--- src/rtl/led_frame_ctrl.sv ---
// Frame sequencer for the LED-array PMod: holds a column frame buffer and walks the
// byte writer through command, address, column and display-control bytes.
module led_frame_ctrl #(
    parameter int NUM_COLS       = 16,
    parameter int REFRESH_CYCLES = 0
) (
    input  logic       clk,
    input  logic       rst_n,
    input  logic       wr_en,
    input  logic [3:0] wr_addr,
    input  logic [7:0] wr_data,
    input  logic       update,
    input  logic [2:0] brightness,
    input  logic       display_on,
    output logic       byte_valid,
    output logic [7:0] byte_value,
    output logic       byte_first,
    output logic       byte_last,
    input  logic       byte_busy,
    output logic       ctrl_busy,
    output logic       frame_done
);

    typedef enum logic [1:0] {IDLE, ISSUE, WAIT_BUSY, WAIT_DONE} state_t;
    typedef enum logic [1:0] {SEL_CMD, SEL_ADDR, SEL_DATA, SEL_DISP} sel_t;

    localparam logic [3:0]  LAST_COL     = 4'(NUM_COLS - 1);
    localparam logic [4:0]  COL_LIMIT    = 5'(NUM_COLS);
    localparam bit          AUTO_EN      = (REFRESH_CYCLES != 0);
    localparam logic [23:0] REFRESH_LAST = AUTO_EN ? 24'(REFRESH_CYCLES - 1) : 24'd0;

    state_t      state;
    sel_t        sel;
    logic [3:0]  col_cnt;
    logic [3:0]  next_col;
    logic        pending;
    logic [23:0] refresh_cnt;
    logic        refresh_tick;
    logic [7:0]  disp_byte;
    // Sized for the full 4-bit address so the column counter indexes it directly;
    // entries at or above NUM_COLS are never written and stay at zero.
    logic [7:0]  frame_buf [16];

    assign refresh_tick = AUTO_EN && (refresh_cnt == REFRESH_LAST);
    assign next_col     = col_cnt + 4'd1;
    assign disp_byte    = display_on ? {5'b10001, brightness} : 8'h80;

    always_ff @(posedge clk or negedge rst_n) begin
        if (!rst_n) begin
            refresh_cnt <= '0;
        end else if (!AUTO_EN || refresh_tick) begin
            refresh_cnt <= '0;
        end else begin
            refresh_cnt <= refresh_cnt + 24'd1;
        end
    end

    always_ff @(posedge clk or negedge rst_n) begin
        if (!rst_n) begin
            for (int unsigned i = 0; i < 16; i++) begin
                frame_buf[i] <= '0;
            end
        end else if (wr_en && ({1'b0, wr_addr} < COL_LIMIT)) begin
            frame_buf[wr_addr] <= wr_data;
        end
    end

    always_ff @(posedge clk or negedge rst_n) begin
        if (!rst_n) begin
            state      <= IDLE;
            sel        <= SEL_CMD;
            col_cnt    <= '0;
            pending    <= 1'b0;
            byte_valid <= 1'b0;
            byte_value <= '0;
            byte_first <= 1'b0;
            byte_last  <= 1'b0;
            ctrl_busy  <= 1'b0;
            frame_done <= 1'b0;
        end else begin
            byte_valid <= 1'b0;
            frame_done <= 1'b0;
            if (state != IDLE && (update || refresh_tick)) begin
                pending <= 1'b1;
            end
            case (state)
                IDLE: begin
                    if (update || refresh_tick || pending) begin
                        state      <= ISSUE;
                        sel        <= SEL_CMD;
                        col_cnt    <= '0;
                        pending    <= 1'b0;
                        ctrl_busy  <= 1'b1;
                        byte_valid <= 1'b1;
                        byte_value <= 8'h40;
                        byte_first <= 1'b1;
                        byte_last  <= 1'b1;
                    end
                end
                ISSUE: state <= WAIT_BUSY;
                WAIT_BUSY: begin
                    if (byte_busy) state <= WAIT_DONE;
                end
                WAIT_DONE: begin
                    if (!byte_busy) begin
                        state      <= ISSUE;
                        byte_valid <= 1'b1;
                        case (sel)
                            SEL_CMD: begin
                                sel        <= SEL_ADDR;
                                byte_value <= 8'hC0;
                                byte_first <= 1'b1;
                                byte_last  <= 1'b0;
                            end
                            SEL_ADDR: begin
                                sel        <= SEL_DATA;
                                col_cnt    <= '0;
                                byte_value <= frame_buf[0];
                                byte_first <= 1'b0;
                                byte_last  <= (LAST_COL == 4'd0);
                            end
                            SEL_DATA: begin
                                if (col_cnt == LAST_COL) begin
                                    sel        <= SEL_DISP;
                                    byte_value <= disp_byte;
                                    byte_first <= 1'b1;
                                    byte_last  <= 1'b1;
                                end else begin
                                    col_cnt    <= next_col;
                                    byte_value <= frame_buf[next_col];
                                    byte_first <= 1'b0;
                                    byte_last  <= (next_col == LAST_COL);
                                end
                            end
                            default: begin
                                state      <= IDLE;
                                byte_valid <= 1'b0;
                                ctrl_busy  <= 1'b0;
                                frame_done <= 1'b1;
                            end
                        endcase
                    end
                end
                default: state <= IDLE;
            endcase
        end
    end

endmodule

--- config.mk ---
export PLATFORM = sky130hd
export DESIGN_NAME = led_frame_ctrl
export DESIGN_NICKNAME = d
export VERILOG_FILES = /design/src/rtl/led_frame_ctrl.sv
export SDC_FILE = /design/constraint.sdc
export NUM_CORES = 1
export LEC_CHECK = 0
export ABC_AREA = 1
export CAP_MARGIN = 15
export CORE_MARGIN = 3
export CORE_UTILIZATION = 43
export DETAILED_ROUTE_END_ITERATION = 7
export DONT_BUFFER_PORTS = 1
export MAX_ROUTING_LAYER = met4
export PLACE_DENSITY = 0.7
export SLEW_MARGIN = 20
export SYNTH_ARGS = -nofsm -noshare
export SYNTH_HDL_FRONTEND = slang
export SYNTH_SLANG_ARGS = --single-unit
--- constraint.sdc ---
create_clock -name clk -period 6.35 [get_ports clk]
set_clock_uncertainty 0.05 [all_clocks]
set_input_delay 1.27 -clock clk [delete_from_list [all_inputs] [get_ports clk]]
set_output_delay 1.27 -clock clk [all_outputs]
set_load 0.01 [all_outputs]
* Word level (Yosys, flattened, before mapping)
Cells that the tools add are included.
** Cells by class
- Reductions and logical operators :: 15
- Magnitude comparators :: 3
- Add/subtract/negate cells :: 1
- Equality and inequality tests :: 16
- Multiplexer cells :: 49
- Bitwise logic cells :: 2
** Operators with widths (count)
- 128-bit bitwise mux :: 1
- 8-bit 2-to-1 mux :: 6
- 8-bit binary-select mux with 4-bit select :: 1
- 8-bit demux with 4-bit select :: 1
- 8-bit one-hot mux with 3 select lines :: 1
- 1-bit 2-to-1 mux :: 17
- 4-bit 2-to-1 mux :: 4
- 4-bit one-hot mux with 2 select lines :: 2
- 8-bit one-hot mux with 2 select lines :: 1
- 2-bit 2-to-1 mux :: 6
- 4-bit AND reduction :: 3
- 5-bit >= comparator (second input constant) :: 2
- 4-bit NOT with 5-bit output :: 2
- 1-bit one-hot mux with 2 select lines :: 5
- 5-bit AND reduction :: 2
- 3-bit != test (second input constant) :: 3
- 4-bit == test (second input constant) :: 2
- 2-bit != test (second input constant) :: 4
- 2-bit one-hot mux with 4 select lines :: 1
- 2-bit == test (second input constant) :: 3
- 2-bit one-hot mux with 3 select lines :: 1
- 5-bit by 1-bit less-than comparator with 1-bit output (second input constant) :: 1
- 4-bit by 1-bit adder with 4-bit output (second input constant) :: 1
- 2-bit by 1-bit == test with 1-bit output (second input constant) :: 2
- other kinds (11) :: 14
** Storage, ports and cells
- Bits in registers :: 150
- Logic and storage cells :: 112
- Output and inout bits :: 13
- Bits of input ports :: 21

* Depth between registers and ports, before layout
Gate-level depths: netlist (run 1).
- Depth after elaboration :: 9
- Gate-level depth with buffers :: 15
- Mapped depth without buffers :: 11

* Worst setup path before layout (run 1)
No wires, ideal clock.
- Path type :: input-to-reg
- Start point :: input wr_en
- End point :: register frame_buf[10] (netlist name)
- Slack :: 4.046 ns
- Data required time :: 6.169 ns
- Setup time :: 0.131 ns
- Arrival time :: 2.123 ns
- Buffers on the path :: 2
- Cell stages on the path :: 5
- Cell sequence :: buf_2 nand2_1 nor2_1 clkbuf_1 o21ai_0
** RTL lines
- start: declaration :: line 9 : input logic wr_en,
- end signal: indexed assignment :: line 64 : frame_buf[wr_addr] <= wr_data;
- end: declaration :: line 42 : logic [7:0] frame_buf [16];

* Worst setup path after layout (run 1)
- Start point :: register col_cnt[0]
- End point :: register byte_value[7]
** On the way
- Word-level cells in the longest chain between the ends :: 9
- Elaborated cells between the ends (all ways) :: 10
- Classes of those cells :: add/sub: 1; eq/ne: 1; mux: 7; bitwise: 1
** RTL lines
- start: declaration :: line 34 : logic [3:0] col_cnt;
- start signal: assignment :: line 129 : col_cnt <= next_col;
- 4-bit by 1-bit adder with 4-bit output :: line 45 : assign next_col = col_cnt + 4'd1;
- 4-bit NOT with 5-bit output (not written as such) :: line 130 : byte_value <= frame_buf[next_col];
- 8-bit binary-select mux with 4-bit select :: line 130
- 8-bit 2-to-1 mux (not written as such) (2 in a row) :: line 130
- 8-bit 2-to-1 mux * :: line 123 : if (col_cnt == LAST_COL) begin
- 8-bit one-hot mux with 3 select lines * :: line 108 : case (sel)
- 8-bit 2-to-1 mux * :: line 105 : if (!byte_busy) begin
- 8-bit one-hot mux with 2 select lines * :: line 86 : case (state)
- end signal: assignment :: line 118 : byte_value <= frame_buf[0];
- end signal: assignment :: line 125 : byte_value <= disp_byte;
- end signal: assignment :: line 130
- end: declaration :: line 16 : output logic [7:0] byte_value,
Mark *: on every way between the ends. The rest lies on a longest branch, timed or not. The select of a mux whose other input is x is not followed.
A chain may end at the register's enable or synchronous reset.

==> impl_results.md, run 1 <==
* Post-CTS setup buffers at 0
* H-tree levels at 4
* Sequential Area at 3750 um^2
* Cell count along the critical path at 12
* Site Rows at 47
* RR Startpoint: col_cnt[0]
* Cells after Synth at 995
* CTS root buf: clkbuf_16
* Crit. Startpoint: col_cnt[0]
* Initial antenna violation count at 0
* Multi-input gate area at 3000 um^2
* Routed WL per cell at 16.8 um
* Num CTS Buffers at 17
* Sequential element share of the synthesized area at 50.3%
* RSZ-0062 raised after global routing: no
* F_max at 0.301 GHz
* DR DRC count at 0
* Period minus WS final at 3.32 ns
* Final ANT Viol Nets at 0
* CP Buf/Inv Count at 3
* CTS clk-pin slew, worst paths at 0.06 ns
* Count of final setup violators at 0
* IO Count at 34
* WL final at 20.1 mm
* Vias/cell at 5.23
* Clock Latency Late Sink at 0.43 ns
* Worst Setup EP: byte_value[7]
* Syn. warnings at 0
* Initial Utilization at 44.4%
* Width of the die at 138 um
* Crit-path slowest cell: dfrtp_2
* Most area-consuming cells after synthesis: dfrtp_1, nand2_1, o21ai_0
* Largest net degree at the start of global routing at 151
* Fraction of layout cells with a size suffix above 1 at 4.59%
* Most common cell after layout, fill and taps aside: nand2_1
* Port bufs at 0
* Die ar. at 19,000 um^2
* Slowest Stage Delay on Critical Path at 0.77 ns
* Final net count at 1,000
* Worst slew margin at 27.5%
* Hold Fails Final Rpt at 0
* EDFF count, synth at 0
* Post-synthesis register bit count at 150
* Reg-to-reg slack, setup at 3.03 ns
* Syn_area_per_cell at 7.51 um^2
* Distinct cells, synth at 25
* Period Utilization, post-route at 52.3%
* Critical path endpoint category: register
* Worst-Margin Slew at 1.08 ns
* Crit path top cell by count: nand2_1
* Iter 0 DRT Violations at 736
* Slew Limit Fails at 0
* Total clock sinks at 150
* Asr flop ratio synth at 100%
* Setup TNS Final at 0 ns
* Post-CTS sizing at 0
* Via count at 6,280
* Dpl hpwl at 13.3 mm
* Crit path required time at 6.67 ns
* Syn nets at 1,027
* Top fanout value on the critical path at 44
* Clock buffer depth at 2
* Arr. time, crit path at 3.64 ns
* Final hold slack at 0.434 ns
* Die height at 138 um
* Hold path cells at 2
* Primary FF master, synth: dfrtp_1
* Area Growth Syn to Fin at 9.43%
* Worst r2r path cells at 12
* Core Region at 16,800 um^2
* Critical Path Start Type: register
* Vias in the first global route at 5,935
* Gr usage total at 22.9%
* Cell breakdown of the critical path: buf_4 > inv_1 > ha_1 > inv_1 > nand3_1 > nand3_1 > nand3_1 > nand2_1 > nand2_1 > nand2_1 > nand2_1 > nand2_1
* Global-route wire length before repair at 32.2 mm
* Antenna diode count at 0
* Yosys top cell area share at 50.3%
* Fillers at 1,645
* Peak VDD IR at 0.000163 V
* GRT Residual Overflow at 0
* Most frequent cells in the layout: nand2_1, dfrtp_1, o21ai_0, inv_1, nand3_1
* Pre-antenna DRT Iters at 7
* CTS Hold Bufs at 0
* Routability cong. at 0.934
* Maxcap violations at 0
* Utilization after layout at 48.6%
* Status: complete, no violations
* CP delay by family, top: buffers and inverters
* Worst hold-check path type: register to register
* CTS tree: done
* Crit path kind: register to register
* Reg2reg end: byte_value[7]
* Lkg Pwr at 4.03 nW
* Post-Syn Area at 7470 um^2
* Synth area leader: dfrtp_1
* Pwr/cell area at 358 nW/um^2
==> registers in the layout, summed over array words and instances, names as in the netlist <==
register / cells
byte_first: 1
byte_last: 1
byte_valid: 1
byte_value: 8
col_cnt: 4
ctrl_busy: 1
frame_buf: 128
frame_done: 1
pending: 1
sel: 2
state: 2
==> routing by layer <==
layer / share of wire [%] / vias up / GRT usage (%)
met3: 7.7 / 38 / 4.46
li1: - / 3063 / -
met4: 2.3 / 0 / 7.96
met1: 45 / 2960 / 31.3
met2: 45 / 219 / 34.3
met5: 0 / - / -
==> layout make-up <==
class / count / area share (%)
tap: 220 / 3.37
multi-input combinational: 656 / 36.6
clock inverter: 8 / 1.50
timing repair buffer: 3 / 0.276
clock buffer: 23 / 5.85
sequential: 150 / 45.9
inverter: 140 / 6.43
==> worst register-to-register path, cell delays in order (launching register included) <==
cell and delay, ns:
dfrtp_2 0.77, buf_4 0.53, inv_1 0.12, ha_1 0.32, inv_1 0.73, nand3_1 0.23, nand3_1 0.12, nand3_1 0.08
nand2_1 0.10, nand2_1 0.05, nand2_1 0.06, nand2_1 0.04, nand2_1 0.05
==> synthesized netlist by cell type, types with 2 or more instances <==
cell,count
a21oi_1,9
buf_1,4
buf_2,11
buf_6,2
clkbuf_1,32
dfrtp_1,150
ha_1,11
inv_1,139
nand2_1,326
nand3_1,112
nand4_1,3
nor2_1,34
o211ai_1,3
o21ai_0,146
o21ai_1,2
xnor2_2,2
==> worst min path at each step <==
stage | start | end | slack (ns)
after floorplan | frame_buf[110] | frame_buf[110] | 0.40
after global placement | frame_buf[110] | frame_buf[110] | 0.41
after detailed placement | frame_buf[62] | frame_buf[62] | 0.42
after CTS | frame_buf[110] | frame_buf[110] | 0.44
after global routing | frame_buf[95] | frame_buf[95] | 0.45
final | frame_buf[113] | frame_buf[113] | 0.43
==> stage by stage <==
step	setup WS (ns)	power, mW	std cells	cell area [um^2]
3_3_place_gp	3.16	1.88	1169	7560
4_1_cts	3.09	2.94	1200	8160
5_1_grt	2.70	3.09	1200	8170
6_report	3.03	2.93	1200	8170
2_1_floorplan	4.05	1.73	995	7470
3_5_place_dp	3.10	1.90	1169	7560
==> where the power goes <==
part / switching (mW) / internal [mW]
combinational: 0.410 / 0.207
clock: 0.392 / 0.645
sequential: 0.107 / 1.17
total: 0.909 / 2.02
==> kinds of logic after synthesis <==
| logic type | count (synthesis) | share of synthesized area (%) |
|---|---|---|
| compound gates | 164 | 11.3 |
| xor+xnor | 4 | 0.771 |
| fa+ha+maj | 11 | 1.84 |
| buf+inv | 189 | 9.88 |
| flops | 150 | 50.3 |
| simple gates | 477 | 26.0 |
Power figures use the tool's default switching activity.
==> inputs of run 2 (changes only) <==
Clock period 6.35 ns to 3.3 ns, I/O delays scaled along.
==> run 2 against run 1 <==
The flow now finishes with violations (hold timing). Critical path type unchanged. Fmax up 34%. Worst setup slack worse by 2.2 ns. Cell area up 0.43%. Utilization up 0.21 points. Highest routed layer unchanged. Combinational power up 88%. First-iteration DRC count down 0.95%. Sequential cell count unchanged. Routed wire length down 2.3%. Sequential power up 91%. Final cell count up 0.75%.
==> impl_results.md, run 2 (synthesis results as in run 1) <==
* Die ar. at 19,000 um^2 (unchanged)
* CP delay by family, top: simple AND/OR/NAND/NOR gates
* Pre-antenna DRT Iters at 5 (-2)
* Port bufs at 0 (unchanged)
* Lkg Pwr at 4.09 nW (+1.5%)
* Worst-Margin Slew at 1.03 ns (-0.0558 ns)
* Initial Utilization at 44.4% (unchanged)
* Pwr/cell area at 672 nW/um^2 (+88%)
* Peak VDD IR at 0.000312 V (+92%)
* Largest net degree at the start of global routing at 151 (unchanged)
* Worst hold-check path type: input pin to async pin
* Period Utilization, post-route at 75.0% (+23 points)
* H-tree levels at 4 (unchanged)
* Largest register FFs at 128 (unchanged)
* Final net count at 1,009 (+0.90%)
* Site Rows at 47 (unchanged)
* Final ANT Viol Nets at 0 (unchanged)
* Routability cong. at 0.899 (-3.8%)
* Top Layer Used: met4
* Slew Limit Fails at 0 (unchanged)
* Reg-to-reg slack, setup at 0.82 ns (-2.20 ns)
* Vias/cell at 5.15 (-1.5%)
* Total power at 5.51 mW (+88%)
* GRT Residual Overflow at 0 (unchanged)
* Final std cells w/o fill at 1,209 (+0.75%)
* Arr. time, crit path at 2.79 ns (-0.85 ns)
* Iter 0 DRT Violations at 729 (-0.95%)
* Crit path required time at 3.62 ns (-3.05 ns)
* Slowest Stage Delay on Critical Path at 0.65 ns (-0.12 ns)
* Met3 WL post-DR at 1.53 mm (-0.97%)
* Clock Latency Late Sink at 0.43 ns (about the same)
* CTS clk-pin slew, worst paths at 0.06 ns (about the same)
* Via count at 6,232 (-0.76%)
* Crit path kind: register to register
* Global-route wire length before repair at 32.0 mm (-0.49%)
* Cell breakdown of the critical path: buf_4 > nand3_1 > xor2_1 > nand3_1 > nand2_1 > nand2_1 > nand2_1 > nand2_1 > nand2_1
* Failing checks: hold timing
* Hold Fails Final Rpt at 150 (+150)
* Routed WL per cell at 16.3 um (-3.1%)
* Dpl hpwl at 12.9 mm (-3.2%)
* Register with the most flip-flops: frame_buf
* Vias in the first global route at 5,943 (+0.13%)
* Period minus WS final at 2.48 ns (-0.847 ns)
* Gr usage total at 22.6% (-0.33 points)
* CTS root buf: clkbuf_16
* Fraction of layout cells with a size suffix above 1 at 5.16% (+0.56 points)
* Core Region at 16,800 um^2 (unchanged)
* Crit-path slowest cell: xor2_1
* Initial antenna violation count at 0 (unchanged)
* CP Buf/Inv Count at 1 (-2)
* CTS tree: done
* Clock buffer depth at 2 (unchanged)
* Status: finished with violations
* Maxcap violations at 0 (unchanged)
* Num CTS Buffers at 17 (unchanged)
* Die height at 138 um (unchanged)
* F_max at 0.404 GHz (+34%)
* Most common cell after layout, fill and taps aside: nand2_1
* Routed wl met2 at 8.70 mm (-4.9%)
* WL final at 19.7 mm (-2.3%)
* Width of the die at 138 um (unchanged)
* RSZ-0062 raised after global routing: no
* IO Count at 34 (unchanged)
* Total clock sinks at 150 (unchanged)
* Met1 Wirelength at 8.85 mm (-1.4%)
* Top fanout value on the critical path at 73 (+66%)
* DR DRC count at 0 (unchanged)
* Top flop regs: frame_buf (128), byte_value (8), col_cnt (4)
* Critical Path Start Type: register
* Post-placement cell count at 1,178 (+0.77%)
* Most frequent cells in the layout: nand2_1, dfrtp_1, o21ai_0, inv_1, nand3_1
* Critical path endpoint category: register
* Crit path top cell by count: nand2_1
* Worst slew margin at 31.2% (+3.7 points)
* Final hold slack at -0.115 ns (-0.549 ns)
* Setup TNS Final at 0 ns (unchanged)
* Area Growth Syn to Fin at 9.90%
* Antenna diode count at 0 (unchanged)
* Count of final setup violators at 0 (unchanged)
[run 2: repair_timing]
item,CTS,global route
endpoints found under the setup margin,0,0
gates resized for setup,0,0
buffers inserted,0,0
hold endpoints to repair,150,150
[run 2: worst paths after layout]
| kind | cells after the start | end | startpoint |
|---|---|---|---|
| max in group asynchronous | 0 | col_cnt[0] | rst_n |
| max reg2reg | 9 | byte_value[1] | col_cnt[0] |
| min | 0 | frame_buf[46] | rst_n |
| max | 9 | byte_value[1] | col_cnt[0] |
| min reg2reg | 2 | frame_buf[58] | frame_buf[58] |
| min in group clk | 1 | frame_done | byte_busy |
[run 2: stage by stage]
step | cell area [um^2] | utilization [%] | setup WS [ns]
finish | 8210 | 48.8 | 0.824
global route | 8210 | 48.8 | 0.543
CTS | 8210 | 48.8 | 0.779
detailed placement | 7620 | 45.3 | 0.806
global placement | 7620 | 45.3 | 0.828
floorplan | 7470 | - | 1.09
[run 2: area by class of cell]
cell class | instances | area (um^2)
clock buffer | 21 | 480
clock inverter | 10 | 103
multi-input combinational | 656 | 2980
tap | 220 | 275
fill | 1653 | 8610
timing repair buffer | 12 | 90.1
inverter | 140 | 526
sequential | 150 | 3750
[run 2: where the power goes]
| part | switching, mW | internal (mW) | leakage (nW) | total [mW] |
|---|---|---|---|---|
| sequential | 0.191 | 2.24 | 1.85 | 2.43 |
| clock | 0.747 | 1.18 | 0.294 | 1.93 |
| combinational | 0.755 | 0.400 | 1.94 | 1.16 |
| total | 1.69 | 3.82 | 4.09 | 5.51 |
[run 2: metal layers]
metal / track usage (%) / up-vias
met5: - / -
met4: 8.45 / 0
met3: 4.67 / 34
met2: 33.2 / 228
met1: 30.9 / 2899
li1: - / 3071
